==> src/rtl/grey_seg_scan.sv <==
// grey_seg_scan: N-digit ring-code 7-segment scanner with a frame-synchronised double buffer; outputs are registered one clock after (idx,div).
// Optional macro LEADING_ZERO_BLANK_EN suppresses the leading 10001 digits above digit 0.
module grey_seg_scan #(
  parameter int N_DIGITS     = 4,
  parameter int REFRESH_DIV  = 1024,
  parameter int BLANK_CYCLES = 16
) (
  input  logic                    i_clk,
  input  logic                    i_rst,
  input  logic [5*N_DIGITS-1:0]   i_grey,
  input  logic                    i_load,
  input  logic                    i_err_clr,
  output logic [7:0]              o_seg,
  output logic [N_DIGITS-1:0]     o_dig,
  output logic                    o_frame,
  output logic                    o_err
);
  localparam int              DW        = $clog2(REFRESH_DIV);
  localparam int              IW        = (N_DIGITS > 1) ? $clog2(N_DIGITS) : 1;
  localparam logic [4:0]      ZERO_CODE = 5'b10001;
  localparam logic [DW-1:0]   DIV_LAST  = DW'(REFRESH_DIV - 1);
  localparam logic [DW-1:0]   BLANK_END = DW'(BLANK_CYCLES);
  localparam logic [IW-1:0]   IDX_LAST  = IW'(N_DIGITS - 1);

  logic [DW-1:0]           r_div;
  logic [IW-1:0]           r_idx;
  logic [5*N_DIGITS-1:0]   r_pend;
  logic [5*N_DIGITS-1:0]   r_disp;
  logic                    r_pend_v;

  logic [4:0]              w_codes [N_DIGITS];
  logic                    w_slot_end;
  logic                    w_wrap;
  logic                    w_blank;
  logic                    w_hide;
  logic                    w_show;
  logic [8:0]              w_dec;
  logic [N_DIGITS-1:0]     w_onehot;

  // Returns {valid, segments}.
  function automatic logic [8:0] f_decode(input logic [4:0] code);
    case (code)
      5'b10001: f_decode = {1'b1, 8'h3F};
      5'b00001: f_decode = {1'b1, 8'h06};
      5'b00011: f_decode = {1'b1, 8'h5B};
      5'b00010: f_decode = {1'b1, 8'h4F};
      5'b00110: f_decode = {1'b1, 8'h66};
      5'b00100: f_decode = {1'b1, 8'h6D};
      5'b01100: f_decode = {1'b1, 8'h7D};
      5'b01000: f_decode = {1'b1, 8'h07};
      5'b11000: f_decode = {1'b1, 8'h7F};
      5'b10000: f_decode = {1'b1, 8'h6F};
      5'b10101: f_decode = {1'b1, 8'h80};
      default:  f_decode = {1'b0, 8'h40};
    endcase
  endfunction

  for (genvar g = 0; g < N_DIGITS; g++) begin : g_codes
    assign w_codes[g] = r_disp[5*g +: 5];
  end

`ifdef LEADING_ZERO_BLANK_EN
  logic [N_DIGITS-1:0] w_zero;
  logic [N_DIGITS-1:0] w_supp;
  // A digit is a leading zero when it and everything above it read 10001.
  for (genvar g = 0; g < N_DIGITS; g++) begin : g_lzb
    assign w_zero[g] = (w_codes[g] == ZERO_CODE);
    assign w_supp[g] = &w_zero[N_DIGITS-1:g];
  end
  assign w_hide = w_supp[r_idx] && (r_idx != '0);
`else
  assign w_hide = 1'b0;
`endif

  assign w_slot_end = (r_div == DIV_LAST);
  assign w_wrap     = w_slot_end && (r_idx == IDX_LAST);
  assign w_blank    = (r_div < BLANK_END);
  assign w_show     = !w_blank && !w_hide;
  assign w_dec      = f_decode(w_codes[r_idx]);

  always_comb begin
    w_onehot        = '0;
    w_onehot[r_idx] = 1'b1;
  end

  always_ff @(posedge i_clk or posedge i_rst) begin
    if (i_rst) begin
      r_div    <= '0;
      r_idx    <= '0;
      r_pend   <= '0;
      r_pend_v <= 1'b0;
      r_disp   <= {N_DIGITS{ZERO_CODE}};
      o_seg    <= '0;
      o_dig    <= '0;
      o_frame  <= 1'b0;
      o_err    <= 1'b0;
    end else begin
      r_div <= w_slot_end ? '0 : r_div + 1'b1;
      if (w_slot_end) begin
        r_idx <= (r_idx == IDX_LAST) ? '0 : r_idx + 1'b1;
      end

      // A load landing on the wrap edge bypasses the pending buffer.
      o_frame <= 1'b0;
      if (w_wrap && i_load) begin
        r_disp   <= i_grey;
        r_pend_v <= 1'b0;
        o_frame  <= 1'b1;
      end else if (w_wrap && r_pend_v) begin
        r_disp   <= r_pend;
        r_pend_v <= 1'b0;
        o_frame  <= 1'b1;
      end else if (i_load) begin
        r_pend   <= i_grey;
        r_pend_v <= 1'b1;
      end

      if (w_show) begin
        o_seg <= w_dec[7:0];
        o_dig <= w_onehot;
      end else begin
        o_seg <= '0;
        o_dig <= '0;
      end

      if (w_show && !w_dec[8]) begin
        o_err <= 1'b1;
      end else if (i_err_clr) begin
        o_err <= 1'b0;
      end
    end
  end
endmodule

==> config.mk <==
export PLATFORM = sky130hd
export DESIGN_NAME = grey_seg_scan
export DESIGN_NICKNAME = d
export VERILOG_FILES = /design/src/rtl/grey_seg_scan.sv
export SDC_FILE = /design/constraint.sdc
export NUM_CORES = 1
export LEC_CHECK = 0
export CELL_PAD_IN_SITES_DETAIL_PLACEMENT = 2
export CELL_PAD_IN_SITES_GLOBAL_PLACEMENT = 2
export CORE_MARGIN = 10
export CORE_UTILIZATION = 40
export CTS_CLUSTER_SIZE = 14
export DETAILED_ROUTE_END_ITERATION = 7
export PLACE_DENSITY = 0.84
export REMOVE_ABC_BUFFERS = 1
export SETUP_SLACK_MARGIN = 0.4
export SYNTH_ARGS = -nofsm -noshare
export SYNTH_HDL_FRONTEND = slang
export SYNTH_SLANG_ARGS = --single-unit
==> constraint.sdc <==
create_clock -name i_clk -period 4.02 [get_ports i_clk]
set_clock_uncertainty 0.1 [all_clocks]
set_input_delay 1.005 -clock i_clk [delete_from_list [all_inputs] [get_ports i_clk]]
set_output_delay 1.005 -clock i_clk [all_outputs]
set_load 0.05 [all_outputs]
# --- Word level (Yosys, flattened, before mapping) ---
# Memory sizes are Yosys's and may differ from the RTL's.
# Cells that the tools add are included.
totals:
  reg_bits: 67
  latch_bits: 0
  ram_bits: 0
  rom_bits: 288
  inputBits: 24
  output_inout_bits: 14
  wordCells: 50
  n_memories: 1
op_classes:
  add_sub_neg: 2
  mul: 0
  div_mod_pow: 0
  order_cmp: 4
  n_eq_ne: 2
  shift: 0
  mux: 18
  n_bitwise: 3
  n_reduce_logical: 11
memory_table:
  columns: ["name", "words", "word_bits", "rd", "rd_clocked_by_memory_dff", "write_ports", "line", "rtl"]
  rows:
  - ["(no name shown)", 32, 9, 1, 0, 0, "42", "case (code)"]
op_table:
  columns: ["operator", "n"]
  rows:
  - ["20-bit 2-to-1 mux", 2]
  - ["10-bit by 1-bit adder with 10-bit output (second input constant)", 1]
  - ["5-bit binary-select mux with 2-bit select", 1]
  - ["10-bit == test (second input constant)", 1]
  - ["10-bit by 5-bit less-than comparator with 1-bit output (second input constant)", 1]
  - ["10-bit 2-to-1 mux", 1]
  - ["5-bit 2-to-1 mux", 2]
  - ["1-bit 2-to-1 mux", 8]
  - ["8-bit 2-to-1 mux", 1]
  - ["1-bit logical AND", 5]
  - ["4-bit 2-to-1 mux", 1]
  - ["2-bit nonzero test", 2]
  - ["3-bit greater-or-equal comparator (second input constant)", 1]
  - ["2-bit by 3-bit less-than comparator with 1-bit output (second input constant)", 1]
  - ["2-bit inverter with 3-bit output", 1]
  - ["3-bit AND reduction", 1]
  - ["3-bit nonzero test", 1]
  - ["2-bit by 1-bit adder with 2-bit output (second input constant)", 1]
  - ["1-bit demux with 2-bit select", 1]
  - ["2-bit == test (second input constant)", 1]
  - ["2-bit by 1-bit greater-or-equal comparator with 1-bit output (second input constant)", 1]
  - ["1-bit logical NOT", 2]
  - ["2-bit 2-to-1 mux", 1]
  - ["1-bit inverter", 2]

# --- Depth between registers and ports, before layout ---
# Gate-level depths: netlist (run 1).
# An unclocked memory read counts as a cell.
depth:
  word_depth: 8
  depth_mapped: 9
  mapped_depth_nobuf: 8

# --- Least setup slack after synthesis (run 1) ---
# OpenSTA, ideal clock, no wires.
synth_timing:
  path_type: "input port to flip-flop"
  start: "input port i_load"
  end: "register r_disp[11]"
  setup_ns: 0.132
  arrival_time_ns: 1.933
  required_ns: 3.788
  path_slack_ns: 1.855
  cell_stages: 4
  n_path_buf: 2
  cell_sequence: "clkbuf_1 clkbuf_1 mux2i_1 o21ai_1"
synth_between:
  elab_chain_cells: 2
  elab_cells_between_ends: 3
  classes_between: "mux (1); reduce/logical (2)"
synth_lines:
  columns: ["element", "line", "rtl"]
  rows:
  - ["start: declaration", "11", "input logic i_load,"]
  - ["1-bit logical AND (*)", "105", "if (w_wrap && i_load) begin"]
  - ["20-bit 2-to-1 mux or 2-bit nonzero test (tied branches)", null, null]
  - ["end signal: assignment", "92", "r_disp <= {N_DIGITS{ZERO_CODE}};"]
  - ["end signal: assignment", "106", "r_disp <= i_grey;"]
  - ["end signal: assignment", "110", "r_disp <= r_pend;"]
  - ["end: declaration", "28", "logic [5*N_DIGITS-1:0] r_disp;"]
# Every way passes the cells marked *; elsewhere a longest branch is shown, timed or not.
# A chain may end at the register's enable or synchronous reset.

# --- Worst setup path after layout (run 1) ---
layout_timing:
  start: "register r_div[2]"
  end: "register r_pend[15]"
layout_between:
  elab_chain_cells: 5
  elab_cells_between_ends: 7
  classes_between: "eq/ne (1); bitwise (2); reduce/logical (4)"
layout_lines:
  columns: ["element", "line", "rtl"]
  rows:
  - ["start: declaration", "25", "logic [DW-1:0] r_div;"]
  - ["start signal: assignment", "98", "r_div <= w_slot_end ? '0 : r_div + 1'b1;"]
  - ["10-bit == test (*)", "75", "assign w_slot_end = (r_div == DIV_LAST);"]
  - ["1-bit logical AND (*)", "76", "assign w_wrap = w_slot_end && (r_idx == IDX_LAST);"]
  - ["1-bit logical AND, on equally long branches", "109, 105", null]
  - ["1-bit inverter (no source line)", null, null]
  - ["3-bit AND reduction (no source line) (*)", null, null]
  - ["end signal: assignment", "114", "r_pend <= i_grey;"]
  - ["end: declaration", "27", "logic [5*N_DIGITS-1:0] r_pend;"]
# Marked as above.

==> flow_summary.ini, run 1 <==
[status]
status = completed

[setup_path]
worstSetupPathType = reg2reg
max_stage_delay_ps = 740
critPathLaunchType = flop
worstPathCellList = nand3_1, nor3_1, nand4_1, nand2_1, mux2_1
crit_fanout = 20
required_ps = 4140
crit_arrival_ps = 2900
cp_slowest_cell = nand2_1
endpoint_kind = flop

[pwr]
switching_share_pct = 22.7
peakVddDrop_v = 0.000230
clock_power_share_pct = 42.5
power.leakage_nw = 1.63
power_switching_mw = 0.314
power.density_nw_per_um2 = 360
p_seq_share_pct = 51.0
p_comb_share_pct = 6.5
p_int_mw = 1.07

[layout]
area_delta_synth_final_pct = 20.9
nets = 348
post-route-util_pct = 49.7
layout.cells.non_filler = 422
layout-drive-gt1-share_pct = 12.5
antenna_cells = 0
fin_area_sq_um = 3840

[global_route]
grt_max_degree = 41
track_usage_pct = 14.7
grt_pass1_wl_mm = 13.7
gr-total-overflow = 0
grt_pass1_vias = 2602
antenna_found_initial = 0

[yosys]
synth_edf_count = 0
synth-adder-area-share_pct = 3.54
synth_compound_area_share_pct = 7.32
seq_area_frac_synth_pct = 53.1
synthMuxAreaShare_pct = 19.0
ys.warnings.count = 0
synth.ff_latch_count = 67
syn_area_sq_um = 3180
synthDistinctLibCells = 39
yosys.area.top_type = dfrtp_1
synthArstFlopShare_pct = 100
synth_ff_type = dfrtp_1
syn_area_per_cell_sq_um = 11.4
synth_xor_xnor_area_share_pct = 2.48
ys_top_cells_by_area = dfrtp_1 (46%), mux2i_1 (7.6%), mux2_1 (7.1%)
synth_top_family_by_area = multiplexers
synth_top_area_share_pct = 46.5
synth_cells = 279
synth-simple-area-share_pct = 10.9

[detailed_routing]
routed-via-count = 2246
drtIter0Drc = 52
drt_pass1_iterations = 4
ant_nets = 0
vias_per_cell = 5.32
post_drt_wl_per_cell_microns = 19.5
drc = 0
routed_wl_mm = 8.22

[clock_tree]
clock_sinks = 67
cts_buffer_depth = 2
cts_tree = done
postCtsSetupBuffers = 0
insertion_delay_ps = 340
clkTransAtPathRegs_ps = 80
numCtsBuffers = 9
hold_buffers = 0
root_buffer = clkbuf_8
ctsResizeCount = 0
h-tree-depth = 3

[placement]
pre_cts_ws_ps = 1100
placed_area_sq_um = 3630
dp_hpwl_mm = 5.53
dp.cells = 406
port_buffers = 37
globalplace.congestion = 0.745

[sta]
finalSetupTns_ps = 0
max_freq_mhz = 359
rsz0062_at_grt = false
hold_violations = 0
worst_pin_slew_ps = 898
period_share_pct = 69.3
maxSlewViolCount = 0
min_period_ps = 2790
worst_slack_ps = 1230
maxSlewHeadroom_pct = 40.0
setup_viol = 0

[die]
start_util_pct = 41.1
dieArea_sq_um = 11900
core_sq_um = 7730
dieWidth_microns = 109
num_rows = 32
die_y_microns = 109
pin_count = 38

[flow_run]
maxCapViolCount = 0

[hold_path]
hp-class = reg2reg
-- kinds of logic (layout without fill, tap and decap cells) --
logic type      count (synthesis)  after routing
compound gates                 41             41
fa+ha+maj                       9              9
xor+xnor                        9              9
mux                            51             51
simple gates                   78             78
buf+inv                        24             65
flops                          67             67
-- Yosys cell counts, types with 2 or more instances --
| cell type | count |
|---|---|
| a21oi_1 | 5 |
| a31oi_1 | 3 |
| and2_1 | 5 |
| and3_1 | 2 |
| buf_2 | 2 |
| buf_4 | 2 |
| buf_6 | 2 |
| clkbuf_1 | 9 |
| dfrtp_1 | 59 |
| dfstp_2 | 8 |
| ha_1 | 9 |
| inv_1 | 5 |
| inv_2 | 3 |
| mux2_1 | 20 |
| mux2i_1 | 24 |
| mux4_2 | 5 |
| nand2_1 | 32 |
| nand2b_1 | 2 |
| nand3_1 | 8 |
| nor2_1 | 19 |
| nor3_1 | 5 |
| o21ai_0 | 2 |
| o21ai_1 | 24 |
| or2_1 | 2 |
| xnor2_1 | 6 |
| xor2_1 | 3 |
-- path summary, 6_finish.rpt --
kind / startpoint / depth (start not counted) / endpoint / slack [ps]
max in group asynchronous: i_rst / 3 / r_disp[5]$_DFFE_PP1P_ / 2220
max: r_div[2]$_DFF_PP0_ / 5 / r_pend[15]$_DFFE_PP0P_ / 1230
min: r_disp[15]$_DFFE_PP1P_ / 2 / r_disp[15]$_DFFE_PP1P_ / 380
max reg2reg: r_div[2]$_DFF_PP0_ / 5 / r_pend[15]$_DFFE_PP0P_ / 1230
min in group asynchronous: i_rst / 2 / o_seg[2]$_DFF_PP0_ / 950
min reg2reg: r_disp[15]$_DFFE_PP1P_ / 2 / r_disp[15]$_DFFE_PP1P_ / 380
-- sequential cells by signal, summed over array words and instances (netlist names) --
register and flops:
o_dig 4, r_pend_v 1, r_disp 20, o_seg 8
o_frame 1, o_err 1, r_div 10, r_pend 20
r_idx 2
-- cells in the final DEF, fill, tap and decap left out, types with 6 or more instances in the layout --
cell type / instances
nand3_1: 8
ha_1: 9
dfrtp_1: 59
o21ai_1: 24
clkbuf_8: 15
dfstp_2: 8
xnor2_1: 6
mux2i_1: 24
nor2_1: 19
mux2_1: 20
nand2_1: 32
clkdlybuf4s50_1: 37
-- worst max-delay path, delay by kind of cell, from the launching register on --
| family | cells | cell delay [ps] |
|---|---|---|
| multiplexers | 1 | 420 |
| flip-flops | 1 | 430 |
| AND/OR/NAND/NOR | 4 | 1710 |
-- per-layer routing --
layer  up-vias  track usage, %  wire (microns)
met1      1162            17.4            3530
met2        39            26.0            4260
met5         -               0               0
li1       1033               -               -
met4         0            5.46             137
met3        12            2.83             286
-- final cells by class --
| class | instances | area (sq um) |
|---|---|---|
| Clock buffer | 16 | 210 |
| Fill cell | 768 | 3880 |
| Inverter | 8 | 30.0 |
| Multi-Input combinational cell | 188 | 1380 |
| Sequential cell | 67 | 1690 |
| Tap cell | 102 | 128 |
| Timing Repair Buffer | 41 | 413 |
-- power groups by stage --
stage,Clock (mW),Sequential [mW],Combinational [mW]
finish,0.587,0.705,0.0896
global route,0.624,0.707,0.0992
CTS,0.590,0.705,0.0930
detailed placement,0,0.717,0.0917
global placement,0,0.716,0.0878
floorplan,0,0.714,0.0443
-- through the flow --
step                power (mW)  hold WS, ps
floorplan                0.758          342
global placement         0.803          354
detailed placement       0.809          363
CTS                       1.39          388
global route              1.43          403
finish                    1.38          381
(Power assumes the default switching activity.)
==> run 2: changes to the inputs <==
- CORE_UTILIZATION: 40 -> 33
- PLACE_DENSITY: 0.84 -> 0.74
- clock period: 4.02 -> 2.2 ns (I/O delays scaled with it)
==> flow_summary.ini, run 2 (synthesis gave the netlist of run 1 again) <==
[detailed_routing]
ant_nets = 0
drtIter0Drc = 108
drc = 0
vias_per_cell = 5.19
routed-via-count = 2563
post_drt_wl_per_cell_microns = 24.5
routed_wl_mm = 12.1
drt_pass1_iterations = 4

[pwr]
power.density_nw_per_um2 = 578
power.leakage_nw = 2.04
peakVddDrop_v = 0.000321
totalPowerFinal_mw = 2.73

[sta]
min_period_ps = 2130
rsz0062_at_grt = true
worst_pin_slew_ps = 395
period_share_pct = 96.8
whs_ps = 396
max_freq_mhz = 469
setup_viol = 0
hold_violations = 0
finalSetupTns_ps = 0
maxSlewViolCount = 0
maxSlewHeadroom_pct = 73.6

[setup_path]
crit_arrival_ps = 2250
rr_startpoint = r_idx[0]$_DFFE_PP0N_
timing.reg2reg.setup_slack_ps = 70
crit_fanout = 4
reg2reg_to = o_err$_DFFE_PP0P_
endpoint_kind = flop
worstSetupPathType = reg2reg
critPathLaunchType = flop
reg2reg_depth = 8
required_ps = 2320

[die]
core_sq_um = 9330
pin_count = 38
start_util_pct = 34.1
dieArea_sq_um = 14000
num_rows = 35
dieWidth_microns = 118
die_y_microns = 118

[placement]
dp_hpwl_mm = 5.41
globalplace.congestion = 0.788
port_buffers = 37
dp.cells = 441

[clock_tree]
numCtsBuffers = 9
cts_buffer_depth = 2
cts_tree = done
insertion_delay_ps = 370
h-tree-depth = 3
root_buffer = clkbuf_8
clock_sinks = 67
hold_buffers = 0
clkTransAtPathRegs_ps = 80

[layout]
mostFrequentLayoutCells = dfrtp_1 (56), buf_4 (29), mux2i_1 (24), clkdlybuf4s50_1 (22), nand2_1 (20)
nets = 393
layout.cells.non_filler = 494
post-route-util_pct = 50.6
antenna_cells = 0
layout-drive-gt1-share_pct = 41.1
area_delta_synth_final_pct = 48.4
fillers = 917
largestRegisters = r_disp: 20 flops, r_pend: 20 flops, r_div: 10 flops
final_common_cell = dfrtp_1

[global_route]
track_usage_pct = 14.2
grt_pass1_wl_mm = 15.9
gr-total-overflow = 0
grt_max_degree = 68
grt_pass1_vias = 2842
antenna_found_initial = 0

[hold_path]
holdCritStartpoint = r_disp[5]$_DFFE_PP1P_
hold-path-cell-count = 2
hold_path_end = r_disp[5]$_DFFE_PP1P_
hp-class = reg2reg

[status]
status = completed

[flow_run]
maxCapViolCount = 0
## run 2: critical path: stages (launching register included)
cell	delay (ps)
dfrtp_2	440
mux4_2	560
inv_2	120
ha_4	170
buf_4	110
buf_4	100
nor2_1	60
a21oi_1	210
o311ai_1	120
## run 2: area by class of cell
class	count	area (sq um)	area share [%]
clock buffers	12	155	3.29
clock inverters	4	72.6	1.54
inverters	8	35.0	0.743
multi-input cells	189	1650	35.1
flip-flops and latches	67	1690	35.8
well taps	129	161	3.42
repair buffers	85	948	20.1
## run 2: worst max-delay path by stage
| stage | startpoint | depth (start not counted) | to |
|---|---|---|---|
| floorplan | i_rst | 1 | o_dig[0]$_DFF_PP0_ |
| global placement | r_idx[0]$_DFFE_PP0N_ | 8 | o_seg[2]$_DFF_PP0_ |
| detailed placement | r_idx[0]$_DFFE_PP0N_ | 8 | o_seg[2]$_DFF_PP0_ |
| CTS | r_idx[0]$_DFFE_PP0N_ | 8 | o_seg[2]$_DFF_PP0_ |
| global route | r_idx[0]$_DFFE_PP0N_ | 7 | o_err$_DFFE_PP0P_ |
| finish | r_idx[0]$_DFFE_PP0N_ | 8 | o_err$_DFFE_PP0P_ |
## run 2: report_power, final
group          leakage [nW]  total [mW]  internal, mW  switching (mW)
combinational          1.10       0.208         0.111          0.0969
sequential            0.822        1.29          1.27          0.0231
clock                 0.113        1.23         0.699           0.528
## run 2: stage by stage
stage,setup slack [ps],area (sq um)
after floorplan,-120,3090
after global placement,106,3750
after detailed placement,24.4,3750
after CTS,109,4320
after global routing,-19.7,4720
final,70.0,4720
## run 2: repair_timing
item	4_1_cts	5_1_grt
gates cloned	3	7
endpoints found under the setup margin	44	57
buffers inserted	19	8
pin swaps	9	19
gates resized for setup	66	55
## run 2: layer usage
metal	wire length, microns	GRT usage, %	vias to the layer above
met5	0	0	-
met4	361	5.87	0
met3	443	3.19	22
met2	6480	25.0	63
met1	4800	16.3	1341
li1	-	-	1137
==> RTL edit 1, RTL diff (flow settings as in run 2) <==
`REFRESH_DIV`: 1024 -> 256.
--- a/src/rtl/grey_seg_scan.sv
+++ b/src/rtl/grey_seg_scan.sv
@@ -3,5 +3,5 @@
 module grey_seg_scan #(
   parameter int N_DIGITS     = 4,
-  parameter int REFRESH_DIV  = 1024,
+  parameter int REFRESH_DIV  = 256,
   parameter int BLANK_CYCLES = 16
 ) (
Check against the original RTL: same outputs for any inputs over 10 cycles, from zero or initial values and one cycle with i_rst high; that may be too few to reach the edited logic, so the function may still have changed.
==> RTL edit 1 against run 2 <==
Area after synthesis is 4.3% lower. Sequential share of layout area is 0.47 points lower. Sequential cell count is 2 lower. Design area is 1.8% lower. Non-clock buffer count is 8 higher. Wire length is 3.6% higher. Worst setup slack worse by 0.053 ns. Power is 6.6% lower.
==> RTL edit 1: results (changes against run 2) <==
| Metric | Value |
|---|---|
| Peak supply drop | `0.3539 mV (was 0.3213 mV)` |
| Routed metal-1 wire length | `5.115 mm (was 4.796 mm)` |
| Worst-margin pin slew | `0.7175 ns (was 0.3954 ns)` |
| Worst reg2reg setup slack | `0.02 ns (was 0.07 ns)` |
| Hold path endpoint | `r_disp[14]$_DFFE_PP1N_ (was r_disp[5]$_DFFE_PP1P_)` |
| Fin nets | `388 (was 393)` |
| Synth top area cells | `dfrtp_1, mux2_2, dfstp_2 (was dfrtp_1, mux2i_1, mux2_1)` |
| Synth unique cells | `41 (was 39)` |
| Largest regs | `r_disp (20), r_pend (20) (was r_disp (20), r_pend (20), r_div (10))` |
| Worst reg2reg path depth | `6 (was 8)` |
| First-pass GRT wire length | `16.28 mm (was 15.86 mm)` |
| Top cells by count, synth | `dfrtp_1, nand2_1, mux2_2 (was dfrtp_1, nand2_1, mux2i_1, o21ai_1, mux2_1)` |
| Vias | `2588 (was 2563)` |
| Initial antenna violation count | `1 (was 0)` |
| Vias in the first global route | `2830 (was 2842)` |
| Drt first-iter violations | `145 (was 108)` |
| Hold slack | `0.3863 ns (was 0.3956 ns)` |
| Status | `complete, no violations (unchanged)` |
| FILL cells | `848 (was 917)` |
| Clk pwr | `1.08 mW (was 1.23 mW)` |
| Gpl congestion | `0.7361 (was 0.7879)` |
| Crit path largest cell delay | `0.59 ns (was 0.56 ns)` |
| Final WL | `12.52 mm (was 12.08 mm)` |
| CP arrival | `2.39 ns (was 2.25 ns)` |
| Leak Pwr | `1.961 nW (was 2.036 nW)` |
| Met2 wire len | `6.553 mm (was 6.483 mm)` |
| Largest net degree at the start of global routing | `66 (was 68)` |
| All-Layer GR Usage | `0.1587 (was 0.1424)` |
| Hold Path Class | `flip-flop to flip-flop (unchanged)` |
| Worst Setup Start Kind | `flip-flop (unchanged)` |
| Dpl hpwl | `5.152 mm (was 5.413 mm)` |
| Post-synthesis sequential area ratio | `0.5378 (was 0.5307)` |
| Met3 WL | `527 µm (was 443 µm)` |
| Fraction of layout cells with a size suffix above 1 | `0.5000 (was 0.4110)` |
| PortBufs | `37 (unchanged)` |
| Sw Ratio | `0.2649 (was 0.2375)` |
RTL edit 1: changes by cell type in the layout (fill, tap and decap cells not counted), moves of 6 or more:
| cell | change |
|---|---|
| inv_1 | +6 |
| mux2_1 | -15 |
| o21ai_2 | +7 |
| mux2i_1 | -21 |
| mux2_2 | +11 |
| o22ai_1 | +20 |
| buf_4 | +7 |
| o21ai_1 | -9 |
RTL edit 1: layer usage:
layer,up-vias,track usage
met5,-,0
met4,0,0.04754
met3,20,0.03411
met2,70,0.2772
met1,1366,0.1916
li1,1132,-
RTL edit 1: cells by family (layout without fill, tap and decap cells):
group,after synthesis,after routing,share of synthesized area
DFF,65,65,0.5378
AOI/OAI and AO/OA,63,63,0.1262
and+or+nand+nor,63,63,0.09663
muxes,31,32,0.1345
buffers and inverters,29,121,0.04770
adders and majority gates,9,9,0.03701
xor gates and xnor gates,7,7,0.02015
RTL edit 1: layout make-up:
type | count | share of cell area
clock buffer | 10 | 0.02754
tap | 108 | 0.02916
inverter | 12 | 0.009719
timing repair buffer | 93 | 0.2227
multi-input combinational | 174 | 0.3426
clock inverter | 6 | 0.01458
sequential | 65 | 0.3537
RTL edit 1: per-stage QoR:
stage	TNS (ns)	instances	cell area, µm²	setup WS [ns]
2_1_floorplan	-19.43	250	2943	-0.5015
3_3_place_gp	-0.001070	414	3638	-0.001070
3_5_place_dp	-1.300	414	3638	-0.06910
4_1_cts	0	452	4200	0.1217
5_1_grt	-1.446	468	4634	-0.1021
6_report	0	468	4634	0.01666
RTL edit 1: timing repair:
item,in CTS,in global routing
hold buffers,0,0
buffers inserted,19,8
endpoints found under the setup margin,65,53
pin swaps,4,22
cloned,3,8
hold endpoints to repair,0,0
resized for setup,80,71
==> RTL edit 2, RTL diff (flow settings as in run 2) <==
Without the edit above. Register the output `o_seg` once more, without a reset; this adds one clock of latency there. The other outputs are not delayed to match.
--- a/src/rtl/grey_seg_scan.sv
+++ b/src/rtl/grey_seg_scan.sv
@@ -22,4 +22,6 @@
   localparam logic [DW-1:0]   BLANK_END = DW'(BLANK_CYCLES);
   localparam logic [IW-1:0]   IDX_LAST  = IW'(N_DIGITS - 1);
+
+  logic [7:0] o_seg_s0;
 
   logic [DW-1:0]           r_div;
@@ -91,5 +93,5 @@
       r_pend_v <= 1'b0;
       r_disp   <= {N_DIGITS{ZERO_CODE}};
-      o_seg    <= '0;
+      o_seg_s0 <= '0;
       o_dig    <= '0;
       o_frame  <= 1'b0;
@@ -117,8 +119,8 @@
 
       if (w_show) begin
-        o_seg <= w_dec[7:0];
+        o_seg_s0 <= w_dec[7:0];
         o_dig <= w_onehot;
       end else begin
-        o_seg <= '0;
+        o_seg_s0 <= '0;
         o_dig <= '0;
       end
@@ -131,4 +133,8 @@
     end
   end
+  always_ff @(posedge i_clk) begin
+    o_seg <= o_seg_s0;
+  end
+
 endmodule
 
Behaviour: same outputs for any inputs over 10 cycles, from zero or initial values and one cycle with i_rst high; that may be too few to reach the edited logic, so the function may still have changed.
==> RTL edit 2 against run 2 <==
Design area is 6.7% higher. Combinational power increased by 19%. Core utilization is 1.6 points higher. Area after synthesis up 1.4%. Worst setup slack lost 0.11 ns. Clock power fell by 8%. Cell count up 3.0%. Largest power group unchanged. Sequential cell count is 8 higher. First-iteration DRC count grew 34%. Sequential power is 12% higher. Wire length grew 4.0%. Power up 3.2%. The run now ends with setup timing left. Critical path depth unchanged. Largest cell class unchanged.
==> RTL edit 2: results (changes against run 2) <==
| Metric | Value |
|---|---|
| Slew margin rel. | `0.6538 (was 0.7364)` |
| Sequential cell power | `1.44 mW (was 1.29 mW)` |
| CP max FO | `6 (was 4)` |
| Clk_buf instances | `11 (was 12)` |
| Placed Area | `3812 µm² (was 3752 µm²)` |
| ClkCell Share | `0.03854 (was 0.04828)` |
| Final setup vio count | `1 (was 0)` |
| Final worst slack | `-0.03837 ns (was 0.07001 ns)` |
| Seq cells post-synth | `75 (was 67)` |
| Gpl congestion | `0.7708 (was 0.7879)` |
| Multi-input logic area | `1645 µm² (was 1654 µm²)` |
| Register area | `1848 µm² (was 1690 µm²)` |
| Synth unique cells | `43 (was 39)` |
| Synth Area in Adders | `0.03494 (was 0.03543)` |
| Avg Cell Area, Syn | `11.51 µm² (was 11.39 µm²)` |
| Leak Pwr | `2.130 nW (was 2.036 nW)` |
| Asr flop ratio synth | `0.8933 (was 1.000)` |
| Met2 wire len | `7.016 mm (was 6.483 mm)` |
| GR Util met2 | `0.2726 (was 0.2503)` |
| Crit path largest cell delay | `0.47 ns (was 0.56 ns)` |
| Met1 usage | `0.1580 (was 0.1630)` |
| Failing checks | `setup timing` |
| Post-synthesis sequential area ratio | `0.5730 (was 0.5307)` |
| Status | `finished, violations left (was complete, no violations)` |
| Peak supply drop | `0.3548 mV (was 0.3213 mV)` |
| CP delay by family, top | `simple AND/OR/NAND/NOR gates (was multiplexers)` |
RTL edit 2: path summary, 6_finish.rpt:
path                                        from                     end  slack, ns  cells after the start
max                           r_div[5]$_DFF_PP0_  r_disp[17]$_DFFE_PP0P_      -0.04                      8
min                        o_seg_s0[0]$_DFF_PP0_        o_seg[0]$_DFF_P_       0.24                      0
max reg2reg                   r_div[5]$_DFF_PP0_  r_disp[17]$_DFFE_PP0P_      -0.04                      8
min reg2reg                o_seg_s0[0]$_DFF_PP0_        o_seg[0]$_DFF_P_       0.24                      0
max in group asynchronous                  i_rst  r_disp[15]$_DFFE_PP1P_       1.12                      3
min in group asynchronous                  i_rst       o_frame$_DFF_PP0_       0.37                      2
RTL edit 2: timing repair:
action,in CTS,in global routing
setup buffers,34,7
cloned,4,3
pin swaps,14,20
gates resized for setup,101,60
hold buffers,0,0
endpoints found under the setup margin,63,62
